[config.mk]
export PLATFORM = sky130hd
export DESIGN_NAME = regfile_writeback_arbiter_flat
export DESIGN_NICKNAME = d
export VERILOG_FILES = /design/src/rtl/regfile_writeback_arbiter_if.sv /design/src/rtl/regfile_writeback_arbiter.sv /design/src/flat_wrapper.sv
export SDC_FILE = /design/constraint.sdc
export NUM_CORES = 1
export LEC_CHECK = 0
export ABC_CLOCK_PERIOD_IN_PS = 9400
export BUFFER_PORTS_ARGS = -buffer_cell sky130_fd_sc_hd__clkbuf_2
export CORE_MARGIN = 2
export CORE_UTILIZATION = 35
export DETAILED_ROUTE_END_ITERATION = 12
export HOLD_SLACK_MARGIN = 0.1
export PLACE_DENSITY = 0.65
export RECOVER_POWER = 100
export SLEW_MARGIN = 15
export SYNTH_ARGS = -nofsm -noshare
export SYNTH_HDL_FRONTEND = slang
export SYNTH_SLANG_ARGS = --single-unit
[constraint.sdc]
create_clock -name clk_i -period 9.4 [get_ports clk_i]
set_input_delay 0.94 -clock clk_i [delete_from_list [all_inputs] [get_ports clk_i]]
set_output_delay 0.94 -clock clk_i [all_outputs]
set_load 0.05 [all_outputs]
[src/rtl/regfile_writeback_arbiter_if.sv]
// ---------------------------------------------------------------------------
// regfile_writeback_arbiter_if
//   Bundles the result-stream handshakes, the scoreboard reserve request and
//   the register-file write port of regfile_writeback_arbiter.
//
//   alu_valid_i/alu_ready_o/alu_addr_i/alu_data_i   ALU result stream
//   mem_valid_i/mem_ready_o/mem_addr_i/mem_data_i   load result stream
//   reserve_en_i/reserve_addr_i                     issue marks a register pending
//   address_3_o/wr_data_o/wr_en_o                   register-file write port
//   pending_o                                       pending-write scoreboard
//
//   Modports: slave = the arbiter, master = the surrounding pipeline.
// ---------------------------------------------------------------------------
interface regfile_writeback_arbiter_if #(
    parameter int REG_COUNT = 32,
    parameter int REG_WIDTH = 32
);
    localparam int AW = (REG_COUNT > 1) ? $clog2(REG_COUNT) : 1;

    logic                 alu_valid_i;
    logic                 alu_ready_o;
    logic [AW-1:0]        alu_addr_i;
    logic [REG_WIDTH-1:0] alu_data_i;

    logic                 mem_valid_i;
    logic                 mem_ready_o;
    logic [AW-1:0]        mem_addr_i;
    logic [REG_WIDTH-1:0] mem_data_i;

    logic                 reserve_en_i;
    logic [AW-1:0]        reserve_addr_i;

    logic [AW-1:0]        address_3_o;
    logic [REG_WIDTH-1:0] wr_data_o;
    logic                 wr_en_o;
    logic [REG_COUNT-1:0] pending_o;

    modport slave (
        input  alu_valid_i, alu_addr_i, alu_data_i,
        input  mem_valid_i, mem_addr_i, mem_data_i,
        input  reserve_en_i, reserve_addr_i,
        output alu_ready_o, mem_ready_o,
        output address_3_o, wr_data_o, wr_en_o, pending_o
    );

    modport master (
        output alu_valid_i, alu_addr_i, alu_data_i,
        output mem_valid_i, mem_addr_i, mem_data_i,
        output reserve_en_i, reserve_addr_i,
        input  alu_ready_o, mem_ready_o,
        input  address_3_o, wr_data_o, wr_en_o, pending_o
    );
endinterface

[src/rtl/regfile_writeback_arbiter.sv]
// ---------------------------------------------------------------------------
// regfile_writeback_arbiter
//   Write-side front end of the register file. ALU and load results each
//   enter a small FIFO; a round-robin arbiter drains one entry per cycle onto
//   the registered write port. A one-bit-per-register scoreboard tracks
//   writes that issue has reserved but that have not reached the port yet.
//
//   clk_i    clock
//   reset_i  asynchronous, active-high reset
//   bus      regfile_writeback_arbiter_if.slave (streams, reserve, write port,
//            scoreboard)
// ---------------------------------------------------------------------------
module regfile_writeback_arbiter #(
    parameter int REG_COUNT          = 32,
    parameter int REG_WIDTH          = 32,
    parameter int FIFO_DEPTH         = 2,
    parameter bit ZERO_REG_HARDWIRED = 1'b1
) (
    input  logic                        clk_i,
    input  logic                        reset_i,
    regfile_writeback_arbiter_if.slave  bus
);

    localparam int AW = (REG_COUNT > 1) ? $clog2(REG_COUNT) : 1;
    localparam int PW = $clog2(FIFO_DEPTH);

    // Source index 0 is the ALU, index 1 the load unit.
    typedef enum logic { RR_ALU = 1'b0, RR_MEM = 1'b1 } rr_e;

    typedef struct packed {
        logic [AW-1:0]        addr;
        logic [REG_WIDTH-1:0] data;
    } entry_t;

    entry_t               fifo_q [2][FIFO_DEPTH];
    entry_t               fifo_d [2][FIFO_DEPTH];
    // One extra pointer bit distinguishes full from empty.
    logic [PW:0]          wr_ptr_q [2];
    logic [PW:0]          wr_ptr_d [2];
    logic [PW:0]          rd_ptr_q [2];
    logic [PW:0]          rd_ptr_d [2];
    rr_e                  rr_q, rr_d;
    logic                 wr_en_q, wr_en_d;
    logic [AW-1:0]        address_3_q, address_3_d;
    logic [REG_WIDTH-1:0] wr_data_q, wr_data_d;
    logic [REG_COUNT-1:0] pending_q, pending_d;

    logic [1:0]           nonempty;
    logic [1:0]           full;
    logic [1:0]           push;
    logic [1:0]           grant;
    logic                 alu_ready;
    logic                 mem_ready;
    entry_t               push_entry [2];
    entry_t               head;
    logic                 head_in_range;
    logic                 head_writable;

    // ---- FIFO status and input handshake ----
    always_comb begin
        for (int s = 0; s < 2; s++) begin
            nonempty[s] = (wr_ptr_q[s] != rd_ptr_q[s]);
            full[s]     = (wr_ptr_q[s][PW] != rd_ptr_q[s][PW]) &&
                          (wr_ptr_q[s][PW-1:0] == rd_ptr_q[s][PW-1:0]);
        end
    end

    // Ready looks only at fullness: a pop in the same cycle does not free a
    // slot for the incoming entry until the following cycle.
    assign alu_ready = !full[0] && !reset_i;
    assign mem_ready = !full[1] && !reset_i;

    assign push[0] = bus.alu_valid_i && alu_ready;
    assign push[1] = bus.mem_valid_i && mem_ready;

    assign push_entry[0] = '{addr: bus.alu_addr_i, data: bus.alu_data_i};
    assign push_entry[1] = '{addr: bus.mem_addr_i, data: bus.mem_data_i};

    // ---- Arbitration: round robin only matters when both sources wait ----
    always_comb begin
        grant[0] = nonempty[0] && (!nonempty[1] || rr_q == RR_ALU);
        grant[1] = nonempty[1] && (!nonempty[0] || rr_q == RR_MEM);
        head     = grant[1] ? fifo_q[1][rd_ptr_q[1][PW-1:0]]
                            : fifo_q[0][rd_ptr_q[0][PW-1:0]];

        // Equality scan keeps the range test valid for non-power-of-two counts.
        head_in_range = 1'b0;
        for (int r = 0; r < REG_COUNT; r++) begin
            if (head.addr == AW'(r)) begin
                head_in_range = 1'b1;
            end
        end
        head_writable = (|grant) && head_in_range &&
                        !(ZERO_REG_HARDWIRED && head.addr == '0);
    end

    // ---- Next state: FIFOs, pointer, write port, scoreboard ----
    always_comb begin
        fifo_d = fifo_q;
        for (int s = 0; s < 2; s++) begin
            wr_ptr_d[s] = wr_ptr_q[s];
            rd_ptr_d[s] = rd_ptr_q[s];
            if (push[s]) begin
                fifo_d[s][wr_ptr_q[s][PW-1:0]] = push_entry[s];
                wr_ptr_d[s] = wr_ptr_q[s] + (PW+1)'(1);
            end
            // Every granted entry is consumed, writable or not.
            if (grant[s]) begin
                rd_ptr_d[s] = rd_ptr_q[s] + (PW+1)'(1);
            end
        end

        rr_d = rr_q;
        if (&nonempty) begin
            rr_d = grant[0] ? RR_MEM : RR_ALU;
        end

        wr_en_d     = head_writable;
        address_3_d = address_3_q;
        wr_data_d   = wr_data_q;
        if (head_writable) begin
            address_3_d = head.addr;
            wr_data_d   = head.data;
        end

        // Clear first, then set, so a same-edge reserve of the register
        // being written keeps it pending.
        pending_d = pending_q;
        for (int r = 0; r < REG_COUNT; r++) begin
            if (head_writable && head.addr == AW'(r)) begin
                pending_d[r] = 1'b0;
            end
            if (bus.reserve_en_i && bus.reserve_addr_i == AW'(r) &&
                !(ZERO_REG_HARDWIRED && r == 0)) begin
                pending_d[r] = 1'b1;
            end
        end
    end

    // ---- Registers: control and write port ----
    always_ff @(posedge clk_i or posedge reset_i) begin
        if (reset_i) begin
            for (int s = 0; s < 2; s++) begin
                wr_ptr_q[s] <= '0;
                rd_ptr_q[s] <= '0;
            end
            rr_q        <= RR_ALU;
            wr_en_q     <= 1'b0;
            address_3_q <= '0;
            wr_data_q   <= '0;
            pending_q   <= '0;
        end else begin
            for (int s = 0; s < 2; s++) begin
                wr_ptr_q[s] <= wr_ptr_d[s];
                rd_ptr_q[s] <= rd_ptr_d[s];
            end
            rr_q        <= rr_d;
            wr_en_q     <= wr_en_d;
            address_3_q <= address_3_d;
            wr_data_q   <= wr_data_d;
            pending_q   <= pending_d;
        end
    end

    // ---- Registers: FIFO storage (contents are qualified by the pointers) ----
    always_ff @(posedge clk_i) begin
        fifo_q <= fifo_d;
    end

    assign bus.alu_ready_o = alu_ready;
    assign bus.mem_ready_o = mem_ready;
    assign bus.address_3_o = address_3_q;
    assign bus.wr_data_o   = wr_data_q;
    assign bus.wr_en_o     = wr_en_q;
    assign bus.pending_o   = pending_q;

endmodule

[src/flat_wrapper.sv]
// flat-port wrapper written by rule: the top's interface ports become plain ports
module regfile_writeback_arbiter_flat 
#(
    parameter int REG_COUNT          = 32,
    parameter int REG_WIDTH          = 32,
    parameter int FIFO_DEPTH         = 2,
    parameter bit ZERO_REG_HARDWIRED = 1'b1
)
  (clk_i, reset_i, bus_alu_valid_i, bus_alu_addr_i, bus_alu_data_i, bus_mem_valid_i, bus_mem_addr_i, bus_mem_data_i, bus_reserve_en_i, bus_reserve_addr_i, bus_alu_ready_o, bus_mem_ready_o, bus_address_3_o, bus_wr_data_o, bus_wr_en_o, bus_pending_o);
  regfile_writeback_arbiter_if #(.REG_COUNT(REG_COUNT), .REG_WIDTH(REG_WIDTH)) bus_i ();
  input  logic clk_i;
  input  logic reset_i;
  input wire logic [$bits(bus_i.alu_valid_i)-1:0] bus_alu_valid_i;
  input wire logic [$bits(bus_i.alu_addr_i)-1:0] bus_alu_addr_i;
  input wire logic [$bits(bus_i.alu_data_i)-1:0] bus_alu_data_i;
  input wire logic [$bits(bus_i.mem_valid_i)-1:0] bus_mem_valid_i;
  input wire logic [$bits(bus_i.mem_addr_i)-1:0] bus_mem_addr_i;
  input wire logic [$bits(bus_i.mem_data_i)-1:0] bus_mem_data_i;
  input wire logic [$bits(bus_i.reserve_en_i)-1:0] bus_reserve_en_i;
  input wire logic [$bits(bus_i.reserve_addr_i)-1:0] bus_reserve_addr_i;
  output wire logic [$bits(bus_i.alu_ready_o)-1:0] bus_alu_ready_o;
  output wire logic [$bits(bus_i.mem_ready_o)-1:0] bus_mem_ready_o;
  output wire logic [$bits(bus_i.address_3_o)-1:0] bus_address_3_o;
  output wire logic [$bits(bus_i.wr_data_o)-1:0] bus_wr_data_o;
  output wire logic [$bits(bus_i.wr_en_o)-1:0] bus_wr_en_o;
  output wire logic [$bits(bus_i.pending_o)-1:0] bus_pending_o;
  assign bus_i.alu_valid_i = bus_alu_valid_i;
  assign bus_i.alu_addr_i = bus_alu_addr_i;
  assign bus_i.alu_data_i = bus_alu_data_i;
  assign bus_i.mem_valid_i = bus_mem_valid_i;
  assign bus_i.mem_addr_i = bus_mem_addr_i;
  assign bus_i.mem_data_i = bus_mem_data_i;
  assign bus_i.reserve_en_i = bus_reserve_en_i;
  assign bus_i.reserve_addr_i = bus_reserve_addr_i;
  assign bus_alu_ready_o = bus_i.alu_ready_o;
  assign bus_mem_ready_o = bus_i.mem_ready_o;
  assign bus_address_3_o = bus_i.address_3_o;
  assign bus_wr_data_o = bus_i.wr_data_o;
  assign bus_wr_en_o = bus_i.wr_en_o;
  assign bus_pending_o = bus_i.pending_o;
  regfile_writeback_arbiter #(.REG_COUNT(REG_COUNT), .REG_WIDTH(REG_WIDTH), .FIFO_DEPTH(FIFO_DEPTH), .ZERO_REG_HARDWIRED(ZERO_REG_HARDWIRED)) u_core (.clk_i(clk_i), .reset_i(reset_i), .bus(bus_i));
endmodule
# ---- Word level (Yosys, flattened, before mapping)
# Cells that the tools add are included.
dict set report op_classes {
  muxes 108
  reduce_logical 116
  n_lt_le_gt_ge 6
  add_sub_neg 4
  n_eq_ne 68
  bitwise 5
}
# cell count
set op_table {}
lappend op_table {{$mux 37} 9}
lappend op_table {{$eq 5x5->1 const B} 32}
lappend op_table {{$bwmux 74} 2}
lappend op_table {{$mux 1} 95}
lappend op_table {{$eq 5x4->1 const B} 16}
lappend op_table {{$demux 37 s1} 2}
lappend op_table {{$logic_and 1x1->1} 74}
lappend op_table {{$reduce_bool 2->1} 31}
lappend op_table {{$eq 5x3->1 const B} 8}
lappend op_table {{$eq 5x2->1 const B} 4}
lappend op_table {{$eq 5x1->1 const B} 2}
lappend op_table {{$add 2x1->2 const B} 4}
lappend op_table {{$ge 2x2->1 const B} 4}
lappend op_table {{$not 1->2} 4}
lappend op_table {{$logic_not 1->1} 6}
lappend op_table {{$logic_not 5->1} 1}
lappend op_table {{$lt 2x1->1 const B} 2}
lappend op_table {{$ne 2x2->1} 2}
lappend op_table {{$eq 1x1->1} 2}
lappend op_table {{$logic_or 1x1->1} 2}
lappend op_table {{$ne 1x1->1} 2}
lappend op_table {{$reduce_and 2->1} 1}
lappend op_table {{$reduce_or 2->1} 1}
lappend op_table {{$not 1->1} 1}
dict set report word_totals {
  wordCells 354
  ff_bits 226
  output_inout_bits 72
  inputBits 84
}

# ---- Longest topological paths before layout
dict set report depth {
  ltp_word 43
  depth_mapped 8
  depth_no_buf 5
}

# ---- Worst setup path after synthesis
# OpenSTA, ideal clock, no wires.
dict set report synth_path {
  kind {input -> register}
  startpoint {in reset_i}
  endpoint {reg u_core.fifo_q[111] (netlist bit), enable pin}
  path_stages 3
  n_path_buf 0
  path_slack_ps 5393
  required_ps 8969
  setup_time_ps 431
  arrival_ps 3576
  cell_sequence {a21oi_1 -> nand2_1 -> nor2_1}
}
dict set report synth_between {
  elab_chain_cells 3
}
# item line_no
set synth_rtl {}
lappend synth_rtl {{start: declaration} flat_wrapper.sv:12} ;# input logic reset_i;
lappend synth_rtl {{$logic_not 1->1} regfile_writeback_arbiter.sv:70} ;# assign alu_ready = !full[0] && !reset_i;
lappend synth_rtl {{$logic_and 1x1->1} regfile_writeback_arbiter.sv:70}
lappend synth_rtl {{$logic_and 1x1->1} regfile_writeback_arbiter.sv:73} ;# assign push[0] = bus.alu_valid_i && alu_ready;
lappend synth_rtl {{end signal: assignment} regfile_writeback_arbiter.sv:167} ;# fifo_q <= fifo_d;
lappend synth_rtl {{end: declaration} regfile_writeback_arbiter.sv:35} ;# entry_t fifo_q [2][FIFO_DEPTH];
# No other way between the ends.
# A chain may end at the register's enable or synchronous reset.

# ---- Final worst setup path
dict set report layout_path {
  startpoint {reg u_core.rd_ptr_q[0] (netlist bit)}
  endpoint {reg u_core.fifo_q[27] (netlist bit), enable pin}
}
dict set report layout_between {
  elab_chain_cells 5
}
# item line_no
set layout_rtl {}
lappend layout_rtl {{start: declaration} regfile_writeback_arbiter.sv:40} ;# logic [PW:0] rd_ptr_q [2];
lappend layout_rtl {{start signal: indexed assignment} regfile_writeback_arbiter.sv:155} ;# rd_ptr_q[s] <= rd_ptr_d[s];
lappend layout_rtl {{$eq 1x1->1} regfile_writeback_arbiter.sv:64} ;# (wr_ptr_q[s][PW-1:0] == rd_ptr_q[s][PW-1:0]);
lappend layout_rtl {{$logic_and 1x1->1} regfile_writeback_arbiter.sv:63} ;# full[s] = (wr_ptr_q[s][PW] != rd_ptr_q[s][PW]) &&
lappend layout_rtl {{$logic_not 1->1} regfile_writeback_arbiter.sv:71} ;# assign mem_ready = !full[1] && !reset_i;
lappend layout_rtl {{$logic_and 1x1->1} regfile_writeback_arbiter.sv:71}
lappend layout_rtl {{$logic_and 1x1->1} regfile_writeback_arbiter.sv:74} ;# assign push[1] = bus.mem_valid_i && mem_ready;
# No other way between the ends.

==> results.py <==
metrics = {
    "worst_setup_path": {
        "crit_fanout": 54,
        "rr_worst_depth": 4,
        "reg2reg_to": "u_core.fifo_q[27]",
        "rrSetupSlack_ns": 3.49,
        "crit_type": "reg2reg",
        "cp-endpoint": "u_core.fifo_q[27]",
        "r2r-start": "u_core.rd_ptr_q[0]",
        "required_ns": 9.52,
        "startpoint": "u_core.rd_ptr_q[0]",
        "critPathCaptureType": "flop",
        "worstPathArrival_ns": 6.03,
        "start_kind": "flop",
    },
    "detailed_routing": {
        "num_vias": 5979,
        "drtPass1Iterations": 5,
        "drc": 0,
        "routed_via_density": 5.050,
        "drt_iter0_drc": 375,
        "wl_per_cell_microns": 18.73,
        "ant_nets": 0,
        "drt-total-wl_microns": 22180,
    },
    "pwr": {
        "peakVddDrop_mv": 0.2986,
        "p_per_area_nw_per_um2": 406.1,
        "p_leak_nw": 4.333,
    },
    "floorplan": {
        "core_area_sq_um": 26880,
        "ios": 156,
        "fp.dieW_microns": 169.2,
        "rows": 60,
        "die_area_sq_um": 28640,
        "die_h_microns": 169.2,
        "initial_core_util": 0.3556,
    },
    "sta": {
        "grt_setup_unrepaired": "no",
        "fin_setup_tns_ns": 0,
        "setup_viol": 0,
        "finalCritPeriodShare": 0.6288,
        "fin_skew_ns": 0.01211,
        "hold_ws_ns": 0.4870,
        "worst_pin_slew_ns": 3.929,
        "hold_viol": 0,
        "max_freq_mhz": 169.2,
        "setup_slack_ns": 3.489,
        "fin_crit_ns": 5.911,
        "maxSlewViolCount": 250,
        "relSlewSlack": -1.619,
    },
    "placement": {
        "io_buffers": 154,
        "post-place-ws_ns": 5.762,
        "dp_cells": 1137,
        "dpl.hpwl_microns": 14430,
        "gp_routability_congestion": 0.8252,
    },
    "global_route": {
        "grt_max_degree": 65,
        "antenna_found_initial": 4,
        "grt_overflow": 0,
        "grt_usage": 0.1504,
        "grt_pass1_wl_microns": 33040,
        "grt_pass1_vias": 5804,
    },
    "hold_path": {
        "hold_start": "u_core.wr_ptr_q[1]",
        "min_path_cells": 1,
        "hp-class": "reg2reg",
    },
    "yosys": {
        "netlist_instances": 664,
        "ys_seq_elements": 226,
        "syn-num-nets": 748,
        "synth-compound-area-share": 0.07855,
        "ys_seq_area_frac": 0.6693,
        "syn-mean-instance-area_sq_um": 14.39,
        "synth_edf_count": 148,
        "synthAdderAreaFrac": 0,
        "synthSimpleGateAreaFrac": 0.05263,
        "ys_warn_count": 0,
        "synth_top_family_by_area": "multiplexers",
        "ys.flop_type": "edfxtp_1",
        "synthMuxAreaShare": 0.1515,
        "async_flop_share": 0.3451,
        "synth_area_leaders": "edfxtp_1 (47%), dfrtp_1 (20%), mux2i_1 (11%)",
        "synth_top_area_frac": 0.4650,
        "netlist-cell-type-count": 45,
        "synth_area_sq_um": 9557,
        "yosysTopAreaCell": "edfxtp_1",
        "synth_xor_area_frac": 0.01375,
    },
    "cts": {
        "clock_sinks": 226,
        "cts_setup_buffers": 0,
        "clk_pin_slew_worst_paths_ns": 0.07,
        "holdBufCountCts": 0,
        "cts_made_buffers": 25,
        "ctsHtreeMaxLevel": 1,
        "clock_path_buffers": 3,
        "cts_tree": "done",
        "cts_root_buf": "clkbuf_16",
        "cts_resized": 0,
        "clk_latency_ns": 0.54,
    },
    "outcome": {
        "status": "finished, violations left",
        "violations": "max-capacitance violations, max-slew violations",
    },
    "cells_and_area": {
        "stdcell_count": 1184,
        "final_util": 0.4193,
        "drive_gt1_frac": 0.1390,
        "syn2layout_area_growth_pct": 17.92,
        "nets": 907,
    },
    "run": {
        "maxCapViolations": 5,
    },
}
[layer usage]
layer	vias up	share of wire	global-route usage
li1	2806	-	-
met1	2924	0.45	0.1994
met2	206	0.46	0.2444
met4	2	0.025	0.04199
met3	41	0.068	0.04011
met5	-	0.00072	0
[stage by stage]
| stage | instance area, sq um | power (mW) |
|---|---|---|
| after floorplan | 9557 | 3.178 |
| after global placement | 10670 | 3.633 |
| after detailed placement | 10670 | 3.689 |
| after CTS | 11440 | 4.614 |
| after global routing | 11270 | 4.840 |
| final | 11270 | 4.576 |
[how the worst min path moves through the flow]
stage	to	slack, ns
6_report	u_core.wr_ptr_q[1]	0.49
5_1_grt	u_core.bus.wr_data_o[27]	0.51
3_3_place_gp	u_core.bus.wr_data_o[5]	0.47
3_5_place_dp	u_core.wr_ptr_q[1]	0.48
2_1_floorplan	u_core.wr_ptr_q[1]	0.46
4_1_cts	u_core.bus.wr_data_o[24]	0.38
[sequential cells by signal, indices dropped and copies added, names as in the netlist]
signal                  cells
u_core.bus.pending_o       31
u_core.fifo_q             148
u_core.bus.wr_data_o       32
u_core.rr_q                 1
u_core.bus.wr_en_o          1
u_core.wr_ptr_q             4
u_core.bus.address_3_o      5
u_core.rd_ptr_q             4
[layout make-up]
| type | count | area (sq um) |
|---|---|---|
| Clock buffer | 31 | 658.1 |
| Antenna cell | 1 | 2.502 |
| Timing Repair Buffer | 161 | 666.9 |
| Multi-Input combinational cell | 366 | 2838 |
| Clock inverter | 15 | 116.4 |
| Sequential cell | 226 | 6399 |
| Fill cell | 2545 | 15610 |
| Tap cell | 341 | 426.7 |
| Inverter | 43 | 162.7 |
[placed cells by master, fill, tap and decap left out, types with 11 or more instances in the layout]
cell type	count
edfxtp_1	148
nor3_1	12
clkbuf_1	124
nor2_1	18
o21ai_0	33
nand2_1	33
clkbuf_16	25
clkbuf_2	38
a211oi_1	11
mux2_2	31
o211ai_1	31
inv_1	42
mux2i_1	103
dfrtp_1	76
[critical path, stage by stage, from the launching register on]
cell      delay (ns)
dfrtp_2         0.34
clkbuf_1        2.56
xnor2_1         0.42
a21oi_1         0.49
and3_1          1.64
[synth_stat cells (2+ instances only)]
library cell / count
clkbuf_1: 8
xnor2_1: 9
and3_1: 3
a21oi_1: 8
a211oi_1: 11
mux2_2: 31
dfrtp_1: 78
nor3_1: 12
mux2_1: 6
nand3_1: 8
mux2i_1: 103
nand2_1: 33
inv_1: 43
a32o_1: 2
buf_1: 3
o21ai_0: 33
or2_2: 2
buf_4: 5
nor3b_1: 3
xor2_1: 6
nor2_1: 19
nor2b_1: 9
buf_2: 9
a221oi_1: 6
o32ai_1: 6
o211ai_1: 31
buf_6: 3
edfxtp_1: 148
a31oi_1: 3
nand2b_1: 8
[cells by family (layout without fill, tap and decap cells)]
family	count (synthesis)	in the layout
compound gates	108	108
flops	226	226
xor+xnor	15	15
simple gates	102	102
buf+inv	72	250
other cells	1	2
mux	140	140
[report_power, final]
part / switching [mW] / leakage, nW / total [mW] / internal, mW
Combinational: 1.42 / 1.77 / 2.17 / 0.750
Sequential: 0.138 / 2.19 / 1.49 / 1.35
Clock: 0.394 / 0.375 / 0.920 / 0.527
Note: power is estimated with default switching activity, not from simulation.
